File: src/rtl/liteic_slave_node_write_ooo_pkg.sv
// Shared constants, FSM state type and width helper for the liteic write slave node.
package liteic_slave_node_write_ooo_pkg;

  localparam int LITEIC_NUM_MST         = 4;
  localparam int LITEIC_AWADDR_W        = 32;
  localparam int LITEIC_WDATA_W         = 36;
  localparam int LITEIC_BRESP_W         = 2;
  localparam int LITEIC_MAX_OUTSTANDING = 4;

  typedef enum logic [0:0] {
    WR_IDLE = 1'b0,
    WR_XFER = 1'b1
  } wr_state_e;

  // Index width that never collapses to zero bits for single-entry ranges.
  function automatic int idx_width(input int n);
    return (n > 1) ? $clog2(n) : 1;
  endfunction

endpackage

File: src/rtl/liteic_slave_node_write_ooo_if.sv
// Bundles the per-master request side and the single slave port of the write node.
interface liteic_slave_node_write_ooo_if
  import liteic_slave_node_write_ooo_pkg::*;
#(
  parameter int NUM_MST  = LITEIC_NUM_MST,
  parameter int AWADDR_W = LITEIC_AWADDR_W,
  parameter int WDATA_W  = LITEIC_WDATA_W,
  parameter int BRESP_W  = LITEIC_BRESP_W
);

  logic [NUM_MST*AWADDR_W-1:0] mst_aw_data_i;
  logic [NUM_MST-1:0]          mst_aw_valid_i;
  logic [NUM_MST-1:0]          mst_aw_ready_o;
  logic [NUM_MST*WDATA_W-1:0]  mst_w_data_i;
  logic [NUM_MST-1:0]          mst_w_valid_i;
  logic [NUM_MST-1:0]          mst_w_ready_o;
  logic [NUM_MST-1:0]          mst_b_valid_o;
  logic [NUM_MST-1:0]          mst_b_ready_i;
  logic [BRESP_W-1:0]          mst_b_resp_o;

  logic [AWADDR_W-1:0]         slv_aw_addr_o;
  logic                        slv_aw_valid_o;
  logic                        slv_aw_ready_i;
  logic [WDATA_W-1:0]          slv_w_data_o;
  logic                        slv_w_valid_o;
  logic                        slv_w_ready_i;
  logic [BRESP_W-1:0]          slv_b_resp_i;
  logic                        slv_b_valid_i;
  logic                        slv_b_ready_o;

  modport slave (
    input  mst_aw_data_i, mst_aw_valid_i, mst_w_data_i, mst_w_valid_i, mst_b_ready_i,
    output mst_aw_ready_o, mst_w_ready_o, mst_b_valid_o, mst_b_resp_o,
    output slv_aw_addr_o, slv_aw_valid_o, slv_w_data_o, slv_w_valid_o, slv_b_ready_o,
    input  slv_aw_ready_i, slv_w_ready_i, slv_b_resp_i, slv_b_valid_i
  );

  modport master (
    output mst_aw_data_i, mst_aw_valid_i, mst_w_data_i, mst_w_valid_i, mst_b_ready_i,
    input  mst_aw_ready_o, mst_w_ready_o, mst_b_valid_o, mst_b_resp_o,
    input  slv_aw_addr_o, slv_aw_valid_o, slv_w_data_o, slv_w_valid_o, slv_b_ready_o,
    output slv_aw_ready_i, slv_w_ready_i, slv_b_resp_i, slv_b_valid_i
  );

endinterface

File: src/rtl/liteic_slave_node_write_ooo_rr_arbiter.sv
// Round-robin arbiter: searches from the pointer upward (wrapping); an advance pulse
// moves the pointer just past the index that was served.
module liteic_slave_node_write_ooo_rr_arbiter
  import liteic_slave_node_write_ooo_pkg::*;
#(
  parameter  int N  = 4,
  localparam int IW = idx_width(N)
) (
  input  logic          clk_i,
  input  logic          rst_i,
  input  logic [N-1:0]  req_i,
  input  logic          advance_i,
  input  logic [IW-1:0] adv_idx_i,
  output logic [N-1:0]  gnt_o,
  output logic [IW-1:0] gnt_idx_o,
  output logic          gnt_valid_o
);

  logic [IW-1:0] ptr_q, ptr_d;
  int            cand;

  always_comb begin
    gnt_o       = '0;
    gnt_idx_o   = '0;
    gnt_valid_o = 1'b0;
    cand        = 0;
    for (int off = 0; off < N; off++) begin
      cand = int'(ptr_q) + off;
      if (cand >= N) cand = cand - N;
      if (!gnt_valid_o && req_i[IW'(cand)]) begin
        gnt_valid_o         = 1'b1;
        gnt_idx_o           = IW'(cand);
        gnt_o[IW'(cand)]    = 1'b1;
      end
    end
  end

  always_comb begin
    ptr_d = ptr_q;
    if (advance_i) ptr_d = (adv_idx_i == IW'(N - 1)) ? '0 : adv_idx_i + IW'(1);
  end

  always_ff @(posedge clk_i or posedge rst_i) begin
    if (rst_i) ptr_q <= '0;
    else       ptr_q <= ptr_d;
  end

endmodule

File: src/rtl/liteic_slave_node_write_ooo.sv
// Write slave node: round-robin merges master AW/W onto one slave port and returns
// B responses in AW issue order through an ID FIFO.
module liteic_slave_node_write_ooo
  import liteic_slave_node_write_ooo_pkg::*;
#(
  parameter int NUM_MST         = LITEIC_NUM_MST,
  parameter int AWADDR_W        = LITEIC_AWADDR_W,
  parameter int WDATA_W         = LITEIC_WDATA_W,
  parameter int BRESP_W         = LITEIC_BRESP_W,
  parameter int MAX_OUTSTANDING = LITEIC_MAX_OUTSTANDING
) (
  input logic                          clk_i,
  input logic                          rst_i,
  liteic_slave_node_write_ooo_if.slave bus
);

  localparam int IW = idx_width(NUM_MST);
  localparam int PW = idx_width(MAX_OUTSTANDING);
  localparam int CW = $clog2(MAX_OUTSTANDING) + 1;

  wr_state_e          state_q, state_d;
  logic [IW-1:0]      g_q, g_d;
  logic [NUM_MST-1:0] gnt_oh_q, gnt_oh_d;
  logic               aw_done_q, aw_done_d;
  logic               w_done_q, w_done_d;

  logic [NUM_MST-1:0] arb_gnt;
  logic [IW-1:0]      arb_idx;
  logic               arb_valid;
  logic               advance;

  logic [IW-1:0]      id_mem_q [MAX_OUTSTANDING];
  logic [PW-1:0]      wr_ptr_q, rd_ptr_q;
  logic [CW-1:0]      cnt_q;
  logic               fifo_full, fifo_empty;
  logic [IW-1:0]      head;

  logic               in_xfer, aw_hs, w_hs, push, pop;

  function automatic logic [PW-1:0] wrap_inc(input logic [PW-1:0] p);
    return (p == PW'(MAX_OUTSTANDING - 1)) ? '0 : p + PW'(1);
  endfunction

  liteic_slave_node_write_ooo_rr_arbiter #(.N(NUM_MST)) u_arb (
    .clk_i       (clk_i),
    .rst_i       (rst_i),
    .req_i       (bus.mst_aw_valid_i),
    .advance_i   (advance),
    .adv_idx_i   (g_q),
    .gnt_o       (arb_gnt),
    .gnt_idx_o   (arb_idx),
    .gnt_valid_o (arb_valid)
  );

  assign fifo_full  = (cnt_q == CW'(MAX_OUTSTANDING));
  assign fifo_empty = (cnt_q == '0);
  assign head       = id_mem_q[rd_ptr_q];

  assign in_xfer = (state_q == WR_XFER);
  assign aw_hs   = bus.slv_aw_valid_o & bus.slv_aw_ready_i;
  assign w_hs    = bus.slv_w_valid_o & bus.slv_w_ready_i;
  assign push    = aw_hs;
  assign pop     = bus.slv_b_valid_i & bus.slv_b_ready_o;

  assign bus.slv_aw_addr_o  = bus.mst_aw_data_i[g_q*AWADDR_W +: AWADDR_W];
  assign bus.slv_w_data_o   = bus.mst_w_data_i[g_q*WDATA_W +: WDATA_W];
  assign bus.slv_aw_valid_o = in_xfer & bus.mst_aw_valid_i[g_q] & ~aw_done_q;
  assign bus.slv_w_valid_o  = in_xfer & bus.mst_w_valid_i[g_q] & ~w_done_q;
  assign bus.mst_aw_ready_o = (in_xfer && bus.slv_aw_ready_i && !aw_done_q) ? gnt_oh_q : '0;
  assign bus.mst_w_ready_o  = (in_xfer && bus.slv_w_ready_i && !w_done_q) ? gnt_oh_q : '0;

  // B is steered to whoever owns the oldest outstanding AW; an empty FIFO routes nothing.
  assign bus.mst_b_valid_o = (bus.slv_b_valid_i && !fifo_empty) ? (NUM_MST'(1) << head) : '0;
  assign bus.slv_b_ready_o = bus.mst_b_ready_i[head] & ~fifo_empty;
  assign bus.mst_b_resp_o  = bus.slv_b_resp_i;

  always_comb begin
    state_d   = state_q;
    g_d       = g_q;
    gnt_oh_d  = gnt_oh_q;
    aw_done_d = aw_done_q;
    w_done_d  = w_done_q;
    advance   = 1'b0;
    unique case (state_q)
      WR_IDLE: begin
        if (!fifo_full && arb_valid) begin
          state_d  = WR_XFER;
          g_d      = arb_idx;
          gnt_oh_d = arb_gnt;
        end
      end
      WR_XFER: begin
        aw_done_d = aw_done_q | aw_hs;
        w_done_d  = w_done_q | w_hs;
        if ((aw_done_q || aw_hs) && (w_done_q || w_hs)) begin
          state_d   = WR_IDLE;
          aw_done_d = 1'b0;
          w_done_d  = 1'b0;
          advance   = 1'b1;
        end
      end
      default: state_d = WR_IDLE;
    endcase
  end

  always_ff @(posedge clk_i or posedge rst_i) begin
    if (rst_i) begin
      state_q   <= WR_IDLE;
      g_q       <= '0;
      gnt_oh_q  <= '0;
      aw_done_q <= 1'b0;
      w_done_q  <= 1'b0;
    end else begin
      state_q   <= state_d;
      g_q       <= g_d;
      gnt_oh_q  <= gnt_oh_d;
      aw_done_q <= aw_done_d;
      w_done_q  <= w_done_d;
    end
  end

  // A grant is only issued below full, so a push can never overflow; a pop may coincide.
  always_ff @(posedge clk_i or posedge rst_i) begin
    if (rst_i) begin
      wr_ptr_q <= '0;
      rd_ptr_q <= '0;
      cnt_q    <= '0;
      for (int i = 0; i < MAX_OUTSTANDING; i++) id_mem_q[i] <= '0;
    end else begin
      if (push) begin
        id_mem_q[wr_ptr_q] <= g_q;
        wr_ptr_q           <= wrap_inc(wr_ptr_q);
      end
      if (pop) rd_ptr_q <= wrap_inc(rd_ptr_q);
      unique case ({push, pop})
        2'b10:   cnt_q <= cnt_q + CW'(1);
        2'b01:   cnt_q <= cnt_q - CW'(1);
        default: cnt_q <= cnt_q;
      endcase
    end
  end

endmodule
File: src/flat_wrapper.sv
// flat-port wrapper written by rule: the top's interface ports become plain ports
module liteic_slave_node_write_ooo_flat import liteic_slave_node_write_ooo_pkg::*;
#(
  parameter int NUM_MST         = LITEIC_NUM_MST,
  parameter int AWADDR_W        = LITEIC_AWADDR_W,
  parameter int WDATA_W         = LITEIC_WDATA_W,
  parameter int BRESP_W         = LITEIC_BRESP_W,
  parameter int MAX_OUTSTANDING = LITEIC_MAX_OUTSTANDING
)
  (clk_i, rst_i, bus_mst_aw_data_i, bus_mst_aw_valid_i, bus_mst_w_data_i, bus_mst_w_valid_i, bus_mst_b_ready_i, bus_mst_aw_ready_o, bus_mst_w_ready_o, bus_mst_b_valid_o, bus_mst_b_resp_o, bus_slv_aw_addr_o, bus_slv_aw_valid_o, bus_slv_w_data_o, bus_slv_w_valid_o, bus_slv_b_ready_o, bus_slv_aw_ready_i, bus_slv_w_ready_i, bus_slv_b_resp_i, bus_slv_b_valid_i);
  liteic_slave_node_write_ooo_if #(.NUM_MST(NUM_MST), .AWADDR_W(AWADDR_W), .WDATA_W(WDATA_W), .BRESP_W(BRESP_W)) bus_i ();
  input logic clk_i;
  input logic rst_i;
  input wire logic [$bits(bus_i.mst_aw_data_i)-1:0] bus_mst_aw_data_i;
  input wire logic [$bits(bus_i.mst_aw_valid_i)-1:0] bus_mst_aw_valid_i;
  input wire logic [$bits(bus_i.mst_w_data_i)-1:0] bus_mst_w_data_i;
  input wire logic [$bits(bus_i.mst_w_valid_i)-1:0] bus_mst_w_valid_i;
  input wire logic [$bits(bus_i.mst_b_ready_i)-1:0] bus_mst_b_ready_i;
  output wire logic [$bits(bus_i.mst_aw_ready_o)-1:0] bus_mst_aw_ready_o;
  output wire logic [$bits(bus_i.mst_w_ready_o)-1:0] bus_mst_w_ready_o;
  output wire logic [$bits(bus_i.mst_b_valid_o)-1:0] bus_mst_b_valid_o;
  output wire logic [$bits(bus_i.mst_b_resp_o)-1:0] bus_mst_b_resp_o;
  output wire logic [$bits(bus_i.slv_aw_addr_o)-1:0] bus_slv_aw_addr_o;
  output wire logic [$bits(bus_i.slv_aw_valid_o)-1:0] bus_slv_aw_valid_o;
  output wire logic [$bits(bus_i.slv_w_data_o)-1:0] bus_slv_w_data_o;
  output wire logic [$bits(bus_i.slv_w_valid_o)-1:0] bus_slv_w_valid_o;
  output wire logic [$bits(bus_i.slv_b_ready_o)-1:0] bus_slv_b_ready_o;
  input wire logic [$bits(bus_i.slv_aw_ready_i)-1:0] bus_slv_aw_ready_i;
  input wire logic [$bits(bus_i.slv_w_ready_i)-1:0] bus_slv_w_ready_i;
  input wire logic [$bits(bus_i.slv_b_resp_i)-1:0] bus_slv_b_resp_i;
  input wire logic [$bits(bus_i.slv_b_valid_i)-1:0] bus_slv_b_valid_i;
  assign bus_i.mst_aw_data_i = bus_mst_aw_data_i;
  assign bus_i.mst_aw_valid_i = bus_mst_aw_valid_i;
  assign bus_i.mst_w_data_i = bus_mst_w_data_i;
  assign bus_i.mst_w_valid_i = bus_mst_w_valid_i;
  assign bus_i.mst_b_ready_i = bus_mst_b_ready_i;
  assign bus_mst_aw_ready_o = bus_i.mst_aw_ready_o;
  assign bus_mst_w_ready_o = bus_i.mst_w_ready_o;
  assign bus_mst_b_valid_o = bus_i.mst_b_valid_o;
  assign bus_mst_b_resp_o = bus_i.mst_b_resp_o;
  assign bus_slv_aw_addr_o = bus_i.slv_aw_addr_o;
  assign bus_slv_aw_valid_o = bus_i.slv_aw_valid_o;
  assign bus_slv_w_data_o = bus_i.slv_w_data_o;
  assign bus_slv_w_valid_o = bus_i.slv_w_valid_o;
  assign bus_slv_b_ready_o = bus_i.slv_b_ready_o;
  assign bus_i.slv_aw_ready_i = bus_slv_aw_ready_i;
  assign bus_i.slv_w_ready_i = bus_slv_w_ready_i;
  assign bus_i.slv_b_resp_i = bus_slv_b_resp_i;
  assign bus_i.slv_b_valid_i = bus_slv_b_valid_i;
  liteic_slave_node_write_ooo #(.NUM_MST(NUM_MST), .AWADDR_W(AWADDR_W), .WDATA_W(WDATA_W), .BRESP_W(BRESP_W), .MAX_OUTSTANDING(MAX_OUTSTANDING)) u_core (.clk_i(clk_i), .rst_i(rst_i), .bus(bus_i));
endmodule
File: config.mk
export PLATFORM = sky130hd
export DESIGN_NAME = liteic_slave_node_write_ooo_flat
export DESIGN_NICKNAME = d
export VERILOG_FILES = /design/src/rtl/liteic_slave_node_write_ooo_pkg.sv /design/src/rtl/liteic_slave_node_write_ooo_if.sv /design/src/rtl/liteic_slave_node_write_ooo_rr_arbiter.sv /design/src/rtl/liteic_slave_node_write_ooo.sv /design/src/flat_wrapper.sv
export SDC_FILE = /design/constraint.sdc
export NUM_CORES = 1
export LEC_CHECK = 0
export ABC_AREA = 0
export CELL_PAD_IN_SITES_DETAIL_PLACEMENT = 1
export CELL_PAD_IN_SITES_GLOBAL_PLACEMENT = 1
export CORE_AREA = 3 3 144 146
export CTS_BUF_LIST = sky130_fd_sc_hd__clkbuf_4 sky130_fd_sc_hd__clkbuf_8
export DETAILED_ROUTE_END_ITERATION = 10
export DIE_AREA = 0 0 147 149
export DONT_BUFFER_PORTS = 1
export HOLD_SLACK_MARGIN = 0.06
export PLACE_DENSITY = 0.42
export SLEW_MARGIN = 10
export SYNTH_ARGS = -nofsm -noshare
export SYNTH_HDL_FRONTEND = slang
export SYNTH_SLANG_ARGS = --single-unit
File: constraint.sdc
create_clock -name clk_i -period 3.3 [get_ports clk_i]
set_clock_uncertainty 0.1 [all_clocks]
set_input_delay 0.825 -clock clk_i [delete_from_list [all_inputs] [get_ports clk_i]]
set_output_delay 0.825 -clock clk_i [all_outputs]
set_load 0.02 [all_outputs]
Word-level counts from Yosys, hierarchy flattened
Cells that the tools add are included.
- register bits after elaboration: 26
- output and inout port bits: 85
- logic and storage cells: 160
- add/subtract/negate cells: 12
- multiply operators: 1
- magnitude comparators: 17
- equality and inequality tests: 6
- shift operators: 3
- mux-type cells: 62
- bitwise operators: 19
- reductions and logical operators: 27
- operator list (cell ; count):
    144-bit by 9-bit variable part select with 36-bit output ; 1
    128-bit by 8-bit variable part select with 32-bit output ; 1
    2-bit 2-to-1 mux ; 14
    4-bit 2-to-1 mux ; 7
    1-bit 2-to-1 mux ; 25
    2-bit by 4-bit < comparator with 1-bit output, second input constant ; 4
    3-bit greater-or-equal comparator, second input constant ; 5
    1-bit logical AND ; 15
    1-bit binary-select mux with 2-bit select ; 7
    4-bit bitwise OR ; 3
    1-bit bitwise AND ; 8
    8-bit bitwise mux ; 1
    1-bit demux with 2-bit select ; 4
    2-bit equality test, second input constant ; 4
    2-bit by 1-bit greater-or-equal comparator with 1-bit output, second input constant ; 4
    2-bit by 1-bit subtractor with 2-bit output, second input constant ; 4
    1-bit logical NOT ; 7
    2-bit by 1-bit adder with 2-bit output, second input constant ; 3
    2-bit by 2-bit adder with 3-bit output, second input constant ; 2
    2-bit by 3-bit < comparator with 1-bit output, second input constant ; 2
    2-bit by 4-bit multiplier with 6-bit output, second input constant ; 1
    2-bit inverter with 3-bit output ; 2
    3-bit one-hot mux with 2 select lines ; 1
    2-bit binary-select mux with 2-bit select ; 1
    other kinds (16) ; 21

Logic depth before layout (Yosys ltp)
Gate-level depths: netlist of run 1.
- depth after elaboration: 18
- mapped depth: 11

Modules after synthesis
Synthesis of run 1 repeated with hierarchy kept, for this count alone.
- cells, all modules: 270
- area, all modules: 3538.4 µm²
- by module, submodules not included (module ; instances ; cells an instance ; area each (µm²) ; sequential area each (µm²)):
    liteic_slave_node_write_ooo ; 1 ; 198 ; 2950.3 ; 600.6
    liteic_slave_node_write_ooo_rr_arbiter ; 1 ; 72 ; 588.1 ; 50.0

Least setup slack after synthesis of run 1
No wires, ideal clock.
- path kind: input to register
- start point: in bus_mst_aw_valid_i[3]
- end point: reg u_core.cnt_q[2]
- setup time: 0.079 ns
- data arrival time: 2.622 ns
- slack: 0.499 ns
- stages on the path: 10
- buffers on the path: 1
- cell sequence: mux4_2 > and2_1 > buf_2 > inv_1 > ha_1 > inv_1 > fa_1 > xor2_1 > nor2_1 > xor2_1
- cells in the longest elaborated chain, start to end: 7
- elaborated cells on any way between the ends: 9
- those cells by class: eq/ne: 2; mux: 3; bitwise: 3; reduce/logical: 1
- RTL lines (element ; RTL line ; source):
    from (decl) ; flat_wrapper.sv:15 ; input wire logic [$bits(bus_i.mst_aw_valid_i)-1:0] bus_mst_aw_valid_i;
    1-bit binary-select mux with 2-bit select (*) ; liteic_slave_node_write_ooo.sv:67 ; assign bus.slv_aw_valid_o = in_xfer & bus.mst_aw_valid_i[g_q] & ~aw_done_q;
    1-bit 2-to-1 mux (not written as such) (*) ; liteic_slave_node_write_ooo.sv:67 ;
    1-bit bitwise AND (*) (2 in a row) ; liteic_slave_node_write_ooo.sv:67 ;
    1-bit bitwise AND (*) ; liteic_slave_node_write_ooo.sv:60 ; assign aw_hs = bus.slv_aw_valid_o & bus.slv_aw_ready_i;
    2-bit by 1-bit equality test with 1-bit output or 2-bit equality test (tied branches) ; liteic_slave_node_write_ooo.sv:135 ; unique case ({push, pop})
    3-bit one-hot mux with 2 select lines or 2-bit nonzero test (tied branches) ; - ;
    to (signal assigned) ; liteic_slave_node_write_ooo.sv:136 ; 2'b10: cnt_q <= cnt_q + CW'(1);
    to (signal assigned) ; liteic_slave_node_write_ooo.sv:137 ; 2'b01: cnt_q <= cnt_q - CW'(1);
    to (signal assigned) ; liteic_slave_node_write_ooo.sv:138 ; default: cnt_q <= cnt_q;
    to (decl) ; liteic_slave_node_write_ooo.sv:34 ; logic [CW-1:0] cnt_q;
Every way passes the cells marked *; elsewhere a longest branch is shown, timed or not. The select of a mux whose other input is x is not followed.
A chain may end at the register's enable or synchronous reset.

Worst setup path in the final report of run 1
- start point: reg u_core.rd_ptr_q[0]
- end point: out bus_slv_b_ready_o
- cells in the longest elaborated chain, start to end: 7
- RTL lines (element ; RTL line ; source):
    from (decl) ; liteic_slave_node_write_ooo.sv:33 ; logic [PW-1:0] wr_ptr_q, rd_ptr_q;
    from (signal assigned) ; liteic_slave_node_write_ooo.sv:134 ; if (pop) rd_ptr_q <= wrap_inc(rd_ptr_q);
    2-bit inverter with 3-bit output (not written as such) ; liteic_slave_node_write_ooo.sv:57 ; assign head = id_mem_q[rd_ptr_q];
    2-bit binary-select mux with 2-bit select ; liteic_slave_node_write_ooo.sv:57 ;
    2-bit 2-to-1 mux (not written as such) (2 in a row) ; liteic_slave_node_write_ooo.sv:57 ;
    1-bit binary-select mux with 2-bit select ; liteic_slave_node_write_ooo.sv:74 ; assign bus.slv_b_ready_o = bus.mst_b_ready_i[head] & ~fifo_empty;
    1-bit 2-to-1 mux (not written as such) ; liteic_slave_node_write_ooo.sv:74 ;
    1-bit bitwise AND ; liteic_slave_node_write_ooo.sv:74 ;
    to (decl) ; flat_wrapper.sv:27 ; output wire logic [$bits(bus_i.slv_b_ready_o)-1:0] bus_slv_b_ready_o;
No other way between the ends. The select of a mux whose other input is x is not followed.

==> qor.log, run 1 <==
qor: die.initial_utilization 18.78%
qor: synthesis.synth_warnings 0
qor: synthesis.number_of_synthesized_flops_with_an_enable_pin 0
qor: synthesis.synth_area_leaders sky130_fd_sc_hd__mux4_2 (45%), sky130_fd_sc_hd__dfrtp_1 (18%), sky130_fd_sc_hd__ha_1 (5.1%)
qor: synthesis.synthesis.area 0.003667 sq mm
qor: pwr.power_leakage 0.001401 uW
qor: synthesis.largest_family_of_logic_cells_by_synthesized_area multiplexers
qor: route.drt_pass1_iterations 4
qor: critical_path.timing.reg2reg.setup_slack 0.50 ns
qor: clocking.cts_post_setup_buffers_inserted 0
qor: timing.clock.fmax 0.3472 GHz
qor: route.drt.antenna.violating_nets 0
qor: critical_path.reg2regPathDepth 9
qor: critical_path.maximum_fanout_along_the_worst_path 5
qor: synthesis.synth-simple-area-share 10.47%
qor: pwr.power.internal 2059 uW
qor: route.dr_total_vias 2921
qor: clocking.cts_buffer_depth 2
qor: pwr.power_per_cell_area 1186 mW/mm^2
qor: timing.slew_viol_final 0
qor: timing.setup_viol 0
qor: grt.groute.usage.overall 19.48%
qor: clocking.clk_root_buffer_cell sky130_fd_sc_hd__clkbuf_8
qor: critical_path.cp_data_arrival_time 1.96 ns
qor: synthesis.portion_of_the_post_synthesis_area_used_by_sequential_elements 17.74%
qor: placed_design.place.detailed.hpwl 20870 microns
qor: pwr.p_switching 2761 uW
qor: finish.nNetsFinal 584
qor: synthesis.yosysUniqueCellTypes 54
qor: critical_path.critical_path.startpoint_type flip-flop
qor: synthesis.synth_compound_area_share 8.632%
qor: critical_path.timing.rr.end u_core.cnt_q[2]$_DFFE_PP0P_
qor: placed_design.post_detailed_placement_cell_area 0.003993 sq mm
qor: synthesis.synth-seq-cells 26
qor: grt.wire_length_of_the_first_global_routing_pass 28700 microns
qor: synthesis.synthArstFlopShare 100.0%
qor: timing.final_min_period_over_clock_period 87.28%
qor: die.placeableCoreArea 0.01953 sq mm
qor: die.die_w 147 microns
qor: critical_path.worst_setup_path_end_kind output port
qor: pwr.netSwitchingFraction 57.28%
qor: clocking.htreeDepth 1
qor: grt.grt_pass1_vias 3044
qor: clocking.cts_tree done
qor: route.drt_wl_total 23180 microns
qor: finish.post-route-cell-area 0.004066 sq mm
qor: route.wire_per_inst 42.77 microns
qor: route.initialDrtViolationCount 148
qor: synthesis.yosysTopAreaCell sky130_fd_sc_hd__mux4_2
qor: critical_path.critical_path.startpoint u_core.rd_ptr_q[0]$_DFFE_PP0P_
qor: synthesis.synth-xor-area-share 0.7165%
qor: pwr.clock_power_share 5.5%
qor: timing.totalNegativeSetupSlack 0 ns
qor: clocking.tritoncts.num_buffers 3
qor: grt.antenna_violations_before_repair 9
qor: synthesis.netlist_instances 290
qor: placed_design.numPortBuffers 0
qor: timing.final_hold_vio_count 0
qor: critical_path.worst_ep_required_time 2.37 ns
qor: critical_path.worstReg2RegStart u_core.rd_ptr_q[0]$_DFFE_PP0P_
qor: clocking.worstSkewPairLatency 0.27 ns
qor: die.floorplan.die_area 0.02190 sq mm
qor: status.outcome completed
qor: pwr.p_comb_share 80.4%
qor: pwr.pwr-share-seq 14.1%
qor: clocking.clock_sinks 26
qor: clocking.cts_hold_repair.buffers 0
qor: grt.grt_max_degree 42
qor: synthesis.postSynthNetCount 597
qor: timing.layout_min_cycle_time 2.880 ns
qor: synthesis.synth.area.mux_share 51.48%
qor: die.floorplan.die.height 149 microns
qor: die.floorplan.rows 51
qor: clocking.clk_transition_reported_paths 0.09 ns
qor: critical_path.worst_setup_path_endpoint bus_slv_b_ready_o
qor: pwr.vdd_ir_drop_max 401.3 uV
qor: job.timing.max_cap.violations 0
qor: synthesis.synth_fa_ha_area_share 5.664%
qor: die.boundaryPins 376
qor: timing.max_slew_margin 63.96%
qor: finish.flow.area_growth_from_synthesis 10.88%
qor: synthesis.synth_top_area_share 45.45%
qor: critical_path.timing.setup.critical_path_class reg2out
qor: timing.worst-slew-pin-transition 0.5269 ns
qor: clocking.cts_resized 0
qor: hold_path.worst_hold_path_type in2async
qor: timing.rsz0062_at_grt false
qor: route.avgViaCountPerCell 5.389
qor: placed_design.finalWeightedCongestion 0.8471
qor: grt.grt.overflow.total 0
qor: synthesis.post_synth.cell_area_avg 12.65 sq um
qor: synthesis.synth-main-ff-cell sky130_fd_sc_hd__dfrtp_1
qor: finish.drive_above_1_share 39.86%
qor: route.drcViolationCount 0
## how the worst min path moves through the flow
stage                                        start                        endpoint  slack, ns  cells after the start
floorplan           u_core.id_mem_q[2]$_DFFE_PP0P_  u_core.id_mem_q[2]$_DFFE_PP0P_       0.37                      1
global placement    u_core.id_mem_q[1]$_DFFE_PP0P_  u_core.id_mem_q[1]$_DFFE_PP0P_       0.39                      1
detailed placement  u_core.id_mem_q[2]$_DFFE_PP0P_  u_core.id_mem_q[2]$_DFFE_PP0P_       0.39                      1
CTS                                          rst_i  u_core.rd_ptr_q[0]$_DFFE_PP0P_       0.37                      1
global route                                 rst_i  u_core.rd_ptr_q[0]$_DFFE_PP0P_       0.37                      1
finish                                       rst_i  u_core.rd_ptr_q[0]$_DFFE_PP0P_       0.37                      1
## logic make-up (layout without fill, tap and decap cells)
family          count (synthesis)  count (layout)
mux                            94              94
simple gates                   66              66
buf+inv                        44              30
compound gates                 41              41
flops                          26              26
fa+ha+maj                      16              16
xor+xnor                        3               3
other cells                     0               1
## critical path, cell delays in order, from the launching register on
cell                      delay [ns]
sky130_fd_sc_hd__dfrtp_1        0.46
sky130_fd_sc_hd__mux4_2         0.61
sky130_fd_sc_hd__mux2i_2        0.20
sky130_fd_sc_hd__mux2i_1        0.14
sky130_fd_sc_hd__o31a_1         0.28
## placed cells by master, fill, tap and decap left out, types with 4 or more instances in the layout
cell type	synthesis	layout
sky130_fd_sc_hd__mux2_2	12	12
sky130_fd_sc_hd__nand2_1	8	8
sky130_fd_sc_hd__and3b_1	4	4
sky130_fd_sc_hd__nor2_1	17	17
sky130_fd_sc_hd__and3_1	4	4
sky130_fd_sc_hd__o21ai_0	6	6
sky130_fd_sc_hd__mux2i_1	5	5
sky130_fd_sc_hd__dfrtp_1	26	24
sky130_fd_sc_hd__a21o_1	4	4
sky130_fd_sc_hd__a31oi_1	5	5
sky130_fd_sc_hd__ha_1	15	15
sky130_fd_sc_hd__inv_1	14	14
sky130_fd_sc_hd__mux4_2	74	74
sky130_fd_sc_hd__buf_4	2	9
sky130_fd_sc_hd__and2_1	9	9
sky130_fd_sc_hd__nor4b_1	5	5
sky130_fd_sc_hd__nand2b_1	5	5
## through the flow
step	setup slack [ns]	std cells	hold WS (ns)	total power [uW]	utilization, %
after floorplan	0.4992	290	0.3738	3426	-
after global routing	0.2807	541	0.3721	5195	20.81
final	0.4197	542	0.3661	4821	20.83
after CTS	0.3853	541	0.3689	4903	20.81
after detailed placement	0.4864	537	0.3946	4607	20.45
after global placement	0.5271	537	0.3867	4588	20.45
## power by group through the flow
| stage | Combinational (uW) | Sequential, uW | Clock, uW |
|---|---|---|---|
| 3_5_place_dp | 3920 | 685 | 0 |
| 6_report | 3880 | 680 | 263 |
| 4_1_cts | 3950 | 679 | 276 |
| 3_3_place_gp | 3910 | 677 | 0 |
| 2_1_floorplan | 2840 | 584 | 0 |
| 5_1_grt | 4190 | 707 | 296 |
## flip-flops by register name, summed over array words and instances, names as in the netlist
signal and count:
u_core.id_mem_q 8, u_core.rd_ptr_q 2, u_core.aw_done_q 1, u_core.wr_ptr_q 2, u_core.cnt_q 3, u_core.u_arb.ptr_q 2, u_core.in_xfer 1, u_core.w_done_q 1
u_core.g_q 2, u_core.gnt_oh_q 4
## synth_stat cells, types with 3 or more instances
master,instances
sky130_fd_sc_hd__mux2i_1,5
sky130_fd_sc_hd__clkbuf_1,10
sky130_fd_sc_hd__o22ai_1,3
sky130_fd_sc_hd__nor2_1,17
sky130_fd_sc_hd__nand2_1,8
sky130_fd_sc_hd__inv_1,14
sky130_fd_sc_hd__buf_2,17
sky130_fd_sc_hd__a21o_1,4
sky130_fd_sc_hd__o211ai_1,3
sky130_fd_sc_hd__a31oi_1,5
sky130_fd_sc_hd__mux2_2,12
sky130_fd_sc_hd__dfrtp_1,26
sky130_fd_sc_hd__and2_1,9
sky130_fd_sc_hd__o21ai_0,6
sky130_fd_sc_hd__mux4_2,74
sky130_fd_sc_hd__a211oi_1,3
sky130_fd_sc_hd__and3b_1,4
sky130_fd_sc_hd__nand2b_1,5
sky130_fd_sc_hd__ha_1,15
sky130_fd_sc_hd__and3_1,4
sky130_fd_sc_hd__nor4b_1,5
sky130_fd_sc_hd__a21oi_1,3
## cell type report
type | instances | area (sq um)
Sequential cell | 26 | 658.1
Clock inverter | 1 | 30.03
Clock buffer | 3 | 41.29
Antenna cell | 1 | 2.502
Inverter | 14 | 52.55
Multi-Input combinational cell | 220 | 2823
Fill cell | 2206 | 15460
Tap cell | 265 | 331.6
Timing Repair Buffer | 12 | 127.6
## metal layers
layer,vias to the layer above,part of all wire (%),GRT usage (%)
li1,1159,-,-
met2,253,40,26.69
met1,1465,31,19.03
met4,16,1.4,2.889
met3,28,26,24.10
met5,-,0.49,0
No activity file was read; power rests on OpenSTA's default activity.
==> inputs of run 2 (changes only) <==
--- a/config.mk
+++ b/config.mk
@@ -6,15 +6,15 @@
 export NUM_CORES = 1
 export LEC_CHECK = 0
 export ABC_AREA = 0
+export BUFFER_PORTS_ARGS = -buffer_cell sky130_fd_sc_hd__buf_2
 export CELL_PAD_IN_SITES_DETAIL_PLACEMENT = 1
 export CELL_PAD_IN_SITES_GLOBAL_PLACEMENT = 1
-export CORE_AREA = 3 3 144 146
+export CORE_AREA = 3 3 145 147
 export CTS_BUF_LIST = sky130_fd_sc_hd__clkbuf_4 sky130_fd_sc_hd__clkbuf_8
 export DETAILED_ROUTE_END_ITERATION = 10
-export DIE_AREA = 0 0 147 149
-export DONT_BUFFER_PORTS = 1
+export DIE_AREA = 0 0 148 150
 export HOLD_SLACK_MARGIN = 0.06
-export PLACE_DENSITY = 0.42
+export PLACE_DENSITY = 0.65
 export SLEW_MARGIN = 10
 export SYNTH_ARGS = -nofsm -noshare
 export SYNTH_HDL_FRONTEND = slang
==> run 2 against run 1 <==
Effect of this change:
- final area up 46%
- clock power is 24% lower
- final cell count up 70%
- power rose by 9.8%
- register-to-register slack hardly changed
- worst setup slack got worse by 0.094 ns
- clock-buffer cell count grew 1
- first-iteration DRC count grew 14%
- sequential power increased by 10%
- fmax is 3.2% lower
- via count is 50% higher
- critical path depth is 1 lower
==> qor.log, run 2 (synthesis gave the netlist of run 1 again) <==
qor: die.die_w 148 microns
qor: clocking.clk_root_buffer_cell sky130_fd_sc_hd__clkbuf_8
qor: pwr.power.internal 2400 uW
qor: placed_design.place.detailed.hpwl 22690 microns
qor: critical_path.worst_setup_path_end_kind output port
qor: die.floorplan.die_area 0.02220 sq mm
qor: timing.final_hold_vio_count 0
qor: die.initial_utilization 18.30%
qor: timing.rsz0062_at_grt false
qor: clocking.worstSkewPairLatency 0.28 ns
qor: grt.grt.overflow.total 0
qor: route.drt.antenna.violating_nets 0
qor: pwr.pwr-share-seq 14.1%
qor: route.wire_per_inst 27.29 microns
qor: critical_path.max_stage_delay 0.65 ns
qor: finish.final_core_util 29.55%
qor: pwr.netSwitchingFraction 54.66%
qor: pwr.power_leakage 0.002883 uW
qor: pwr.power_per_cell_area 893.9 mW/mm^2
qor: die.boundaryPins 376
qor: grt.grt_pass1_vias 4532
qor: timing.slew_viol_final 0
qor: placed_design.numPortBuffers 371
qor: clocking.cts_post_setup_buffers_inserted 0
qor: pwr.vdd_ir_drop_max 354.9 uV
qor: timing.clock.fmax 0.3362 GHz
qor: critical_path.timing.rr.end u_core.cnt_q[2]$_DFFE_PP0P_
qor: timing.finalHoldWorstSlack 0.4146 ns
qor: route.drt_pass1_iterations 4
qor: finish.reg_top3 u_core.id_mem_q x8, u_core.gnt_oh_q x4, u_core.cnt_q x3
qor: clocking.tritoncts.num_buffers 3
qor: placed_design.finalWeightedCongestion 0.8453
qor: pwr.p_switching 2893 uW
qor: finish.drive_above_1_share 74.50%
qor: clocking.cts_buffer_depth 2
qor: finish.multi_input_area 0.002823 sq mm
qor: critical_path.worstReg2RegStart u_core.rd_ptr_q[0]$_DFFE_PP0P_
qor: job.timing.max_cap.violations 0
qor: critical_path.cell_with_the_biggest_individual_delay_on_the_critical_path sky130_fd_sc_hd__dfrtp_4
qor: clocking.clk_transition_reported_paths 0.09 ns
qor: finish.n_fill_cell 2368
qor: timing.totalNegativeSetupSlack 0 ns
qor: critical_path.timing.reg2reg.setup_slack 0.49 ns
qor: route.initialDrtViolationCount 168
qor: pwr.p_comb_share 82.1%
qor: grt.groute.usage.overall 20.88%
qor: hold_path.hp-start u_core.id_mem_q[7]$_DFFE_PP0P_
qor: finish.n_antenna_cell 0
qor: hold_path.min_delay_worst_endpoint u_core.id_mem_q[7]$_DFFE_PP0P_
qor: clocking.cts_resized 0
qor: timing.final_min_period_over_clock_period 90.14%
qor: grt.grt_max_degree 37
qor: clocking.clock_sinks 26
qor: clocking.htreeDepth 1
qor: route.drt_wl_total 25140 microns
qor: clocking.cts_tree done
qor: critical_path.cp_data_arrival_time 2.05 ns
qor: finish.largest_reg_flops 8
qor: finish.flow.area_growth_from_synthesis 61.48%
qor: finish.nNetsFinal 959
qor: critical_path.timing.setup.critical_path_class reg2out
qor: status.outcome completed
qor: timing.max_slew_margin 64.52%
qor: timing.layout_min_cycle_time 2.975 ns
qor: critical_path.critical_path.startpoint_type flip-flop
qor: route.drcViolationCount 0
qor: die.floorplan.die.height 150 microns
qor: route.avgViaCountPerCell 4.757
qor: finish.largest_reg_by_ff_count u_core.id_mem_q
qor: finish.layout.cells.most_common sky130_fd_sc_hd__buf_2
qor: grt.wire_length_of_the_first_global_routing_pass 32720 microns
qor: pwr.clock_power_share 3.8%
qor: finish.ff_latch_area 658.1 sq um
qor: die.placeableCoreArea 0.02004 sq mm
qor: finish.most-common-layout-cells sky130_fd_sc_hd__buf_2 (371), sky130_fd_sc_hd__mux4_2 (74), sky130_fd_sc_hd__dfrtp_1 (24), sky130_fd_sc_hd__nor2_1 (17), sky130_fd_sc_hd__ha_1 (15)
qor: hold_path.worst_hold_path_type reg2reg
qor: hold_path.hold_crit_depth 1
qor: timing.setup_viol 0
qor: die.floorplan.rows 52
qor: critical_path.worst_ep_required_time 2.37 ns
qor: route.dr_total_vias 4381
qor: timing.worst-slew-pin-transition 0.5322 ns
qor: critical_path.reg2regPathDepth 9
qor: clocking.cts_hold_repair.buffers 0
qor: grt.antenna_violations_before_repair 7
qor: critical_path.crit_path_cell_trace buf_12 -> mux4_2 -> buf_2
qor: critical_path.maximum_fanout_along_the_worst_path 26
## run 2: changes by cell type in the layout (fill, tap and decap cells not counted)
cell	change
sky130_fd_sc_hd__bufinv_16	-1
sky130_fd_sc_hd__buf_2	+371
sky130_fd_sc_hd__clkbuf_4	+1
sky130_fd_sc_hd__buf_4	+5
sky130_fd_sc_hd__buf_12	-1
sky130_fd_sc_hd__diode_2	-1
## run 2: metrics by stage
step	setup WS [ns]	instances	total power [uW]	instance area (sq um)
finish	0.3254	921	5293	5922
global route	0.2151	921	5716	5922
CTS	0.2771	921	5360	5922
detailed placement	0.2987	917	5138	5873
global placement	0.3557	917	5104	5873
floorplan	0.4992	290	3426	3667
## run 2: worst max-delay path: cells and delay by family (launching register included)
kind,cells,cell delay [ns]
flops,1,0.65
mux,1,0.59
buf+inv,2,0.50
## run 2: area by class of cell
cell class	count	area share (%)
inverter	14	0.8874
clock buffer	4	0.8240
tap	270	5.705
multi-input combinational	220	47.67
timing repair buffer	387	33.81
sequential	26	11.11
## run 2: how the worst max path moves through the flow
stage,from,end,cells past startpoint
6_report,u_core.g_q[0]$_DFFE_PP0P_,bus_slv_aw_addr_o[14],3
5_1_grt,u_core.g_q[0]$_DFFE_PP0P_,bus_slv_w_data_o[31],3
4_1_cts,u_core.g_q[0]$_DFFE_PP0P_,bus_slv_w_data_o[31],3
3_5_place_dp,bus_mst_aw_valid_i[3],u_core.cnt_q[2]$_DFFE_PP0P_,10
3_3_place_gp,bus_mst_aw_valid_i[3],u_core.cnt_q[2]$_DFFE_PP0P_,10
2_1_floorplan,bus_mst_aw_valid_i[3],u_core.cnt_q[2]$_DFFE_PP0P_,10
## run 2: power by group through the flow
stage / logic, uW / clock network [uW] / registers (uW)
global route: 4710 / 218 / 788
finish: 4340 / 201 / 748
CTS: 4400 / 208 / 755
global placement: 4350 / 0 / 751
floorplan: 2840 / 0 / 584
detailed placement: 4370 / 0 / 766
## run 2: per-layer routing
metal / up-vias / track usage [%] / wire [microns]
met1: 2189 / 24.42 / 9339
met5: - / 0 / 65
met2: 253 / 29.00 / 10270
li1: 1906 / - / -
met3: 23 / 19.50 / 5260
met4: 10 / 2.125 / 201
